`src/rtl/sigma_avg_uart_tx.sv`:
```
// Rounded mean of a 16-sample block sum, converted to 8-bit sign-magnitude,
// presented on a parallel port and buffered into a small FIFO feeding an 8N1 transmitter.
module sigma_avg_uart_tx #(
    parameter int unsigned SUM_W    = 12,
    parameter int unsigned BAUD_DIV = 16,
    parameter int unsigned FIFO_AW  = 2
) (
    input  logic               clk,
    input  logic               res,
    input  logic [SUM_W-1:0]   sum_in,
    input  logic               syn_in,
    output logic [7:0]         avg_out,
    output logic               avg_vld,
    output logic               ser_out,
    output logic               tx_busy,
    output logic [FIFO_AW:0]   fifo_cnt,
    output logic               ovf
);

    localparam int unsigned DEPTH  = 1 << FIFO_AW;
    localparam int unsigned CNT_W  = FIFO_AW + 1;
    localparam int unsigned BCNT_W = $clog2(BAUD_DIV);
    localparam int unsigned EXT_W  = SUM_W + 1;

    localparam logic signed [EXT_W-1:0] POS_LIM = EXT_W'(127);
    localparam logic signed [EXT_W-1:0] NEG_LIM = -POS_LIM;

    typedef enum logic [1:0] {IDLE, START, DATA, STOP} state_t;

    state_t              state, state_n;
    logic [BCNT_W-1:0]   bcnt, bcnt_n;
    logic [2:0]          bit_cnt, bit_n;
    logic [7:0]          shift, shift_n;
    logic                ser_n, busy_n;

    logic signed [EXT_W-1:0] t, m, m_sat;
    logic [7:0]              result;

    logic                syn_d;
    logic                capture, pop, full, push_ok, baud_end;
    logic [7:0]          mem [DEPTH];
    logic [FIFO_AW-1:0]  wr_ptr, rd_ptr;

    // Round-half-up mean, saturated to +/-127, then sign-magnitude
    always_comb begin
        t      = $signed({sum_in[SUM_W-1], sum_in}) + EXT_W'(8);
        m      = t >>> 4;
        m_sat  = m;
        if (m > POS_LIM) begin
            m_sat = POS_LIM;
        end else if (m < NEG_LIM) begin
            m_sat = NEG_LIM;
        end
        result = m_sat[EXT_W-1] ? {1'b1, 7'(-m_sat)} : {1'b0, 7'(m_sat)};
    end

    assign capture = syn_in & ~syn_d;
    assign full    = (fifo_cnt == CNT_W'(DEPTH));
    assign push_ok = capture & (~full | pop);

    always_ff @(posedge clk) begin
        if (push_ok) begin
            mem[wr_ptr] <= result;
        end
    end

    // Capture, parallel port and FIFO bookkeeping
    always_ff @(posedge clk or posedge res) begin
        if (res) begin
            syn_d    <= 1'b0;
            avg_out  <= 8'h00;
            avg_vld  <= 1'b0;
            wr_ptr   <= '0;
            rd_ptr   <= '0;
            fifo_cnt <= '0;
            ovf      <= 1'b0;
        end else begin
            syn_d   <= syn_in;
            avg_vld <= capture;
            if (capture) begin
                avg_out <= result;
            end
            if (capture && !push_ok) begin
                ovf <= 1'b1;
            end
            if (push_ok) begin
                wr_ptr <= wr_ptr + FIFO_AW'(1);
            end
            if (pop) begin
                rd_ptr <= rd_ptr + FIFO_AW'(1);
            end
            case ({push_ok, pop})
                2'b10:   fifo_cnt <= fifo_cnt + CNT_W'(1);
                2'b01:   fifo_cnt <= fifo_cnt - CNT_W'(1);
                default: fifo_cnt <= fifo_cnt;
            endcase
        end
    end

    // Transmitter state register
    always_ff @(posedge clk or posedge res) begin
        if (res) begin
            state   <= IDLE;
            bcnt    <= '0;
            bit_cnt <= '0;
            shift   <= 8'h00;
            ser_out <= 1'b1;
            tx_busy <= 1'b0;
        end else begin
            state   <= state_n;
            bcnt    <= bcnt_n;
            bit_cnt <= bit_n;
            shift   <= shift_n;
            ser_out <= ser_n;
            tx_busy <= busy_n;
        end
    end

    assign baud_end = (bcnt == BCNT_W'(BAUD_DIV - 1));

    // Next line level is computed here so ser_out leaves a flop
    always_comb begin
        state_n = state;
        bcnt_n  = bcnt;
        bit_n   = bit_cnt;
        shift_n = shift;
        ser_n   = ser_out;
        pop     = 1'b0;
        case (state)
            IDLE: begin
                bcnt_n = '0;
                ser_n  = 1'b1;
                if (fifo_cnt != '0) begin
                    pop     = 1'b1;
                    shift_n = mem[rd_ptr];
                    state_n = START;
                    ser_n   = 1'b0;
                end
            end
            START: begin
                if (baud_end) begin
                    bcnt_n  = '0;
                    bit_n   = 3'd0;
                    state_n = DATA;
                    ser_n   = shift[0];
                end else begin
                    bcnt_n = bcnt + BCNT_W'(1);
                end
            end
            DATA: begin
                if (baud_end) begin
                    bcnt_n = '0;
                    if (bit_cnt == 3'd7) begin
                        state_n = STOP;
                        ser_n   = 1'b1;
                    end else begin
                        shift_n = shift >> 1;
                        ser_n   = shift[1];
                        bit_n   = bit_cnt + 3'd1;
                    end
                end else begin
                    bcnt_n = bcnt + BCNT_W'(1);
                end
            end
            STOP: begin
                if (baud_end) begin
                    bcnt_n = '0;
                    if (fifo_cnt != '0) begin
                        pop     = 1'b1;
                        shift_n = mem[rd_ptr];
                        state_n = START;
                        ser_n   = 1'b0;
                    end else begin
                        state_n = IDLE;
                        ser_n   = 1'b1;
                    end
                end else begin
                    bcnt_n = bcnt + BCNT_W'(1);
                end
            end
            default: begin
                state_n = IDLE;
                ser_n   = 1'b1;
            end
        endcase
        busy_n = (state_n != IDLE);
    end

endmodule

```
`config.mk`:
```
export PLATFORM = sky130hd
export DESIGN_NAME = sigma_avg_uart_tx
export DESIGN_NICKNAME = d
export VERILOG_FILES = /design/src/rtl/sigma_avg_uart_tx.sv
export SDC_FILE = /design/constraint.sdc
export NUM_CORES = 1
export LEC_CHECK = 0
export ABC_AREA = 1
export CAP_MARGIN = 20
export CORE_ASPECT_RATIO = 1.75
export CORE_MARGIN = 2
export CORE_UTILIZATION = 35
export CTS_CLUSTER_DIAMETER = 50
export CTS_CLUSTER_SIZE = 14
export DETAILED_ROUTE_END_ITERATION = 8
export SETUP_SLACK_MARGIN = 0.2
export SLEW_MARGIN = 20
export SYNTH_ARGS = -nofsm -noshare
export SYNTH_HDL_FRONTEND = slang
export SYNTH_SLANG_ARGS = --single-unit
```
`constraint.sdc`:
```
create_clock -name clk -period 2.9 [get_ports clk]
set_clock_uncertainty 0.2 [all_clocks]
set_input_delay 0.58 -clock clk [delete_from_list [all_inputs] [get_ports clk]]
set_output_delay 0.58 -clock clk [all_outputs]
set_load 0.05 [all_outputs]
```
# Word-level counts from Yosys, hierarchy flattened
# Memories as Yosys holds them, arrays and structs flattened.
# Index checks and enable logic that the tools add are counted.
[totals]
ff_bits = 37
ramBits = 32
input_bits = 15
out_inout_bits = 15
word_cells = 86
memories = 1
[op_classes]
addsub = 8
magnitude_cmp = 2
eq_ne = 12
mux = 33
bitwise_logic = 5
n_reduce_logical = 12
[mem_list]
columns = ["name", "depth", "width", "rd", "rd_clocked_by_memory_dff", "wr", "line_no", "text"]
rows = [
  ["mem", 4, 8, 1, 0, 1, "41", "logic [7:0] mem [DEPTH];"],
]
[ops]
columns = ["cell", "n"]
rows = [
  ["$mux 8", 5],
  ["$mux 13", 2],
  ["$pmux 8 s3", 1],
  ["$add 12x5->13 const B", 1],
  ["$pmux 3 s2", 2],
  ["$mux 1", 10],
  ["$mux 2", 5],
  ["$gt 9x8->1 const B", 1],
  ["$lt 9x8->1 const B", 1],
  ["$mux 3", 3],
  ["$ne 2x2->1 const B", 4],
  ["$pmux 2 s4", 1],
  ["$pmux 4 s2", 1],
  ["$reduce_and 4->1", 2],
  ["$neg 7->7", 1],
  ["$add 3x1->3 const B", 2],
  ["$eq 2x2->1 const B", 3],
  ["$eq 3x3->1 const B", 2],
  ["$reduce_bool 2->1", 3],
  ["$reduce_bool 3->1", 2],
  ["$add 2x1->2 const B", 2],
  ["$add 4x1->4 const B", 1],
  ["$eq 2x1->1 const B", 2],
  ["$eq 4x4->1 const B", 1],
  ["12 further kinds", 14],
]

# Depth between registers and ports, before layout
[depth]
ltp_word = 8
ltp_mapped = 21
ltp_nobuf = 21

# Worst setup path after synthesis
# Ideal clock, no wire load.
[synth_path]
path_type = "in2reg"
start = "input sum_in[3]"
end = "memory mem[0][6], data pin"
setup_ns = 0.263
t_arrival_ns = 2.623
t_required_ns = 2.437
setup_slack_ns = -0.186
path_stages = 18
n_path_buf = 0
cell_sequence = "ha_1 > nand2_2 > nor2_4 > nand3_1 > nand2_1 > nand2_1 > o31ai_1 > ha_1 > nor2_1 > nand2_1 > inv_1 > ha_1 > nand2_1 > nor2_1 > nand3_1 > nand2_1 > nand2_1 > and2_1"
[synth_between]
elab_chain_len = 6
elab_cells_between_ends = 7
classes_between = "add/sub (2); order compare (2); mux (3)"
[synth_rtl]
columns = ["item", "line_no", "text"]
rows = [
  ["from (decl)", "10", "input logic [SUM_W-1:0] sum_in,"],
  ["$add 12x5->13 (*)", "46", "t = $signed({sum_in[SUM_W-1], sum_in}) + EXT_W'(8);"],
  ["$lt 9x8->1", "51", "end else if (m < NEG_LIM) begin"],
  ["$mux 13", "51", ""],
  ["$mux 13 (*)", "49", "if (m > POS_LIM) begin"],
  ["net m_sat[0]", "36", "logic signed [EXT_W-1:0] t, m, m_sat;"],
  ["$neg 7->7 (*)", "54", "result = m_sat[EXT_W-1] ? {1'b1, 7'(-m_sat)} : {1'b0, 7'(m_sat)};"],
  ["$mux 8 (*)", "54", ""],
  ["net result[6]", "37", "logic [7:0] result;"],
  ["to (decl)", "41", ""],
]
# Mark *: on every way through the listed nets, which the timed path passes. The rest lies on a longest branch.

# Final worst setup path
[layout_path]
start = "input sum_in[4]"
end = "memory mem[0][6], data pin"
# Same word-level chain as after synthesis.

==> impl_metrics.env <==
export IMPL_status="finished with violations"
export IMPL_violations="setup timing"
export IMPL_arrival_ns=2.84
export IMPL_synth_area_per_cell_um2=8.994
export IMPL_dieWidth_um=79.48
export IMPL_numPortBuffers=26
export IMPL_grt_pass1_wl_um=13680
export IMPL_setup_violations=4
export IMPL_finalCritPeriodShare_pct=102.3
export IMPL_nets=537
export IMPL_hold_viol_final=0
export IMPL_final_max_slew_violation_count=0
export IMPL_final_common_cell="nand2_1"
export IMPL_layout_common_cells="nand2_1 (91), buf_4 (79), inv_1 (44)"
export IMPL_stdcell_area_mm2=0.005091
export IMPL_cts_htree_levels=3
export IMPL_ys_flop_type="dfrtp_1"
export IMPL_cts_root_buffer="clkbuf_16"
export IMPL_cts_made_buffers=9
export IMPL_hold_slack_ns=0.2684
export IMPL_yosysTopAreaCellShare_pct=27.54
export IMPL_crit_type="in -> reg"
export IMPL_io_pin_count=30
export IMPL_synth_edf_count=32
export IMPL_r2r_slack_ns=0.49
export IMPL_place_inst=581
export IMPL_critPathMaxFanout=4
export IMPL_syn_inst=388
export IMPL_postRouteAntennaNets=0
export IMPL_vias_per_cell=4.738
export IMPL_ys_warnings_count=0
export IMPL_ir_drop_mv=0.3970
export IMPL_gp_congestion=0.9068
export IMPL_cts_hold_buf=0
export IMPL_clkSinkCount=69
export IMPL_start_kind="input pin"
export IMPL_grt_total_usage_pct=16.72
export IMPL_drt_pass1_iter_count=5
export IMPL_areaGrowthSynthToFinish_pct=45.89
export IMPL_core_mm2=0.009789
export IMPL_synth_area_leaders="edfxtp_1 (28%), dfrtp_1 (26%), nand2_1 (11%), inv_1 (5.5%), nand3_1 (5.2%)"
export IMPL_finalPower_mw=3.139
export IMPL_routed_wl_um=8547
export IMPL_drt_iter0_drc=132
export IMPL_ys_ff_latch=69
export IMPL_tightest_slew_ns=0.5370
export IMPL_n_antenna_cell=0
export IMPL_synthesis_nets=418
export IMPL_path_clk_slew_ns=0.06
export IMPL_cts_tree="done"
export IMPL_ys_types=38
export IMPL_fmax_ghz=0.3371
export IMPL_period_needed_ns=2.966
export IMPL_rsz0062_at_grt="yes"
export IMPL_slew_headroom_pct=64.16
export IMPL_cts_max_path_buffers=2
export IMPL_vias=3018
export IMPL_async_flop_share_pct=53.62
export IMPL_die_h_um=136.1
export IMPL_rows=48
export IMPL_power_density_mw_per_mm2=616.6
export IMPL_antenna_found_initial=0
export IMPL_post_dp_cell_area_mm2=0.004292
export IMPL_crit_path_end_kind="register"
export IMPL_setup_ws_ns=-0.06632
export IMPL_grt_max_degree=38
export IMPL_max_cap_viol_count=0
export IMPL_cp_required_ns=2.78
export IMPL_start_util_pct=35.65
export IMPL_first_global_vias=3090
export IMPL_hpwl_um=5799
export IMPL_clk_latency_ns=0.33
export IMPL_synth_top_area_cell="edfxtp_1"
export IMPL_seq_area_frac_synth_pct=54.11
export IMPL_syn_cell_area_mm2=0.003490
export IMPL_grt_ovfl_total=0
export IMPL_layout_drive_gt1_share_pct=32.62
export IMPL_drc=0
export IMPL_instances_no_fill=637
export IMPL_dieArea_mm2=0.01082
export IMPL_wl_per_cell_um=13.42
export IMPL_hold_class="reg -> reg"
export IMPL_p_leak_nw=2.377
-- logic make-up (layout without fill, tap and decap cells) --
| logic type | Yosys count | count (layout) | share of synthesized area (%) |
|---|---|---|---|
| AND/OR/NAND/NOR | 188 | 188 | 23.34 |
| AO/OA/AOI/OAI | 50 | 50 | 8.857 |
| buffers and inverters | 61 | 185 | 6.848 |
| flip-flops | 69 | 69 | 54.11 |
| adder cells (fa/ha/maj) | 15 | 15 | 5.593 |
| XOR/XNOR | 5 | 5 | 1.255 |
-- metal layers --
metal	routed length (µm)	GRT usage [%]	vias up
li1	-	-	1513
met1	2913	14.33	1414
met2	5046	33.15	64
met3	219	3.121	27
met4	368	11.11	0
met5	0	0	-
-- registers in the layout, indices dropped and copies added, names as in the netlist --
signal	count
ser_out	1
avg_out	8
mem	32
shift	8
fifo_cnt	3
tx_busy	1
bcnt	4
avg_vld	1
ovf	1
wr_ptr	2
bit_cnt	3
syn_d	1
state	2
rd_ptr	2
-- worst max-delay path, stage by stage --
cell and delay, ns:
buf_8 0.10, ha_4 0.16, nand2_4 0.06, nor2_4 0.05, nand2_1 0.05, nand2_1 0.08, nand2_2 0.09, nand2_2 0.05
o31ai_2 0.25, ha_1 0.33, nor2_2 0.16, nand2_1 0.09, inv_2 0.08, ha_4 0.14, nand2_4 0.05, nor2_4 0.09
nand3_2 0.09, nand2_1 0.09, nand2_1 0.07, and2_4 0.17
-- synthesized netlist by cell type, drive strengths merged (2+ instances only) --
cell type	number
nand2	106
nand4	3
o21ai	20
dfrtp	36
nor2	35
nor3	2
ha	14
buf	3
xor2	5
inv	52
edfxtp	32
and2	2
a31oi	8
a21oi	12
a22o	2
nand3	39
clkbuf	5
-- cell type report --
type	count	area (µm²)
Tap cell	125	156.4
Multi-Input combinational cell	258	1549
Inverter	53	201.4
Fill cell	863	4698
Clock inverter	6	87.58
Timing Repair Buffer	116	979.7
Sequential cell	69	1888
Clock buffer	10	229.0
-- through the flow --
stage	util [%]	setup slack (ns)	setup TNS [ns]
after floorplan	-	-0.1264	-0.6823
after global placement	43.84	-0.7531	-18.35
after detailed placement	43.84	-0.9121	-23.44
after CTS	50.82	0.1292	0
after global routing	52.01	-0.1971	-2.365
final	52.01	-0.06632	-0.2653
-- path summary, 6_finish.rpt --
kind                               end  depth (start not counted)       from
hold / removal                 bcnt[0]                          1    bcnt[0]
min in group asynchronous      tx_busy                          3        res
max in group asynchronous      ser_out                          3        res
setup / recovery             mem[0][6]                         20  sum_in[4]
hold reg to reg                bcnt[0]                          1    bcnt[0]
setup reg to reg           fifo_cnt[2]                         10   state[0]
-- power by group --
part	total (mW)	internal [mW]	switching [mW]
combinational	0.792	0.314	0.478
clock	1.14	0.750	0.391
sequential	1.21	1.15	0.0527
-- repair_timing --
item / 4_1_cts / 5_1_grt
pin swaps: 30 / 13
resized for setup: 57 / 29
setup buffers: 38 / 2
endpoints found under the setup margin: 40 / 33
No activity file was read; power rests on OpenSTA's default activity.
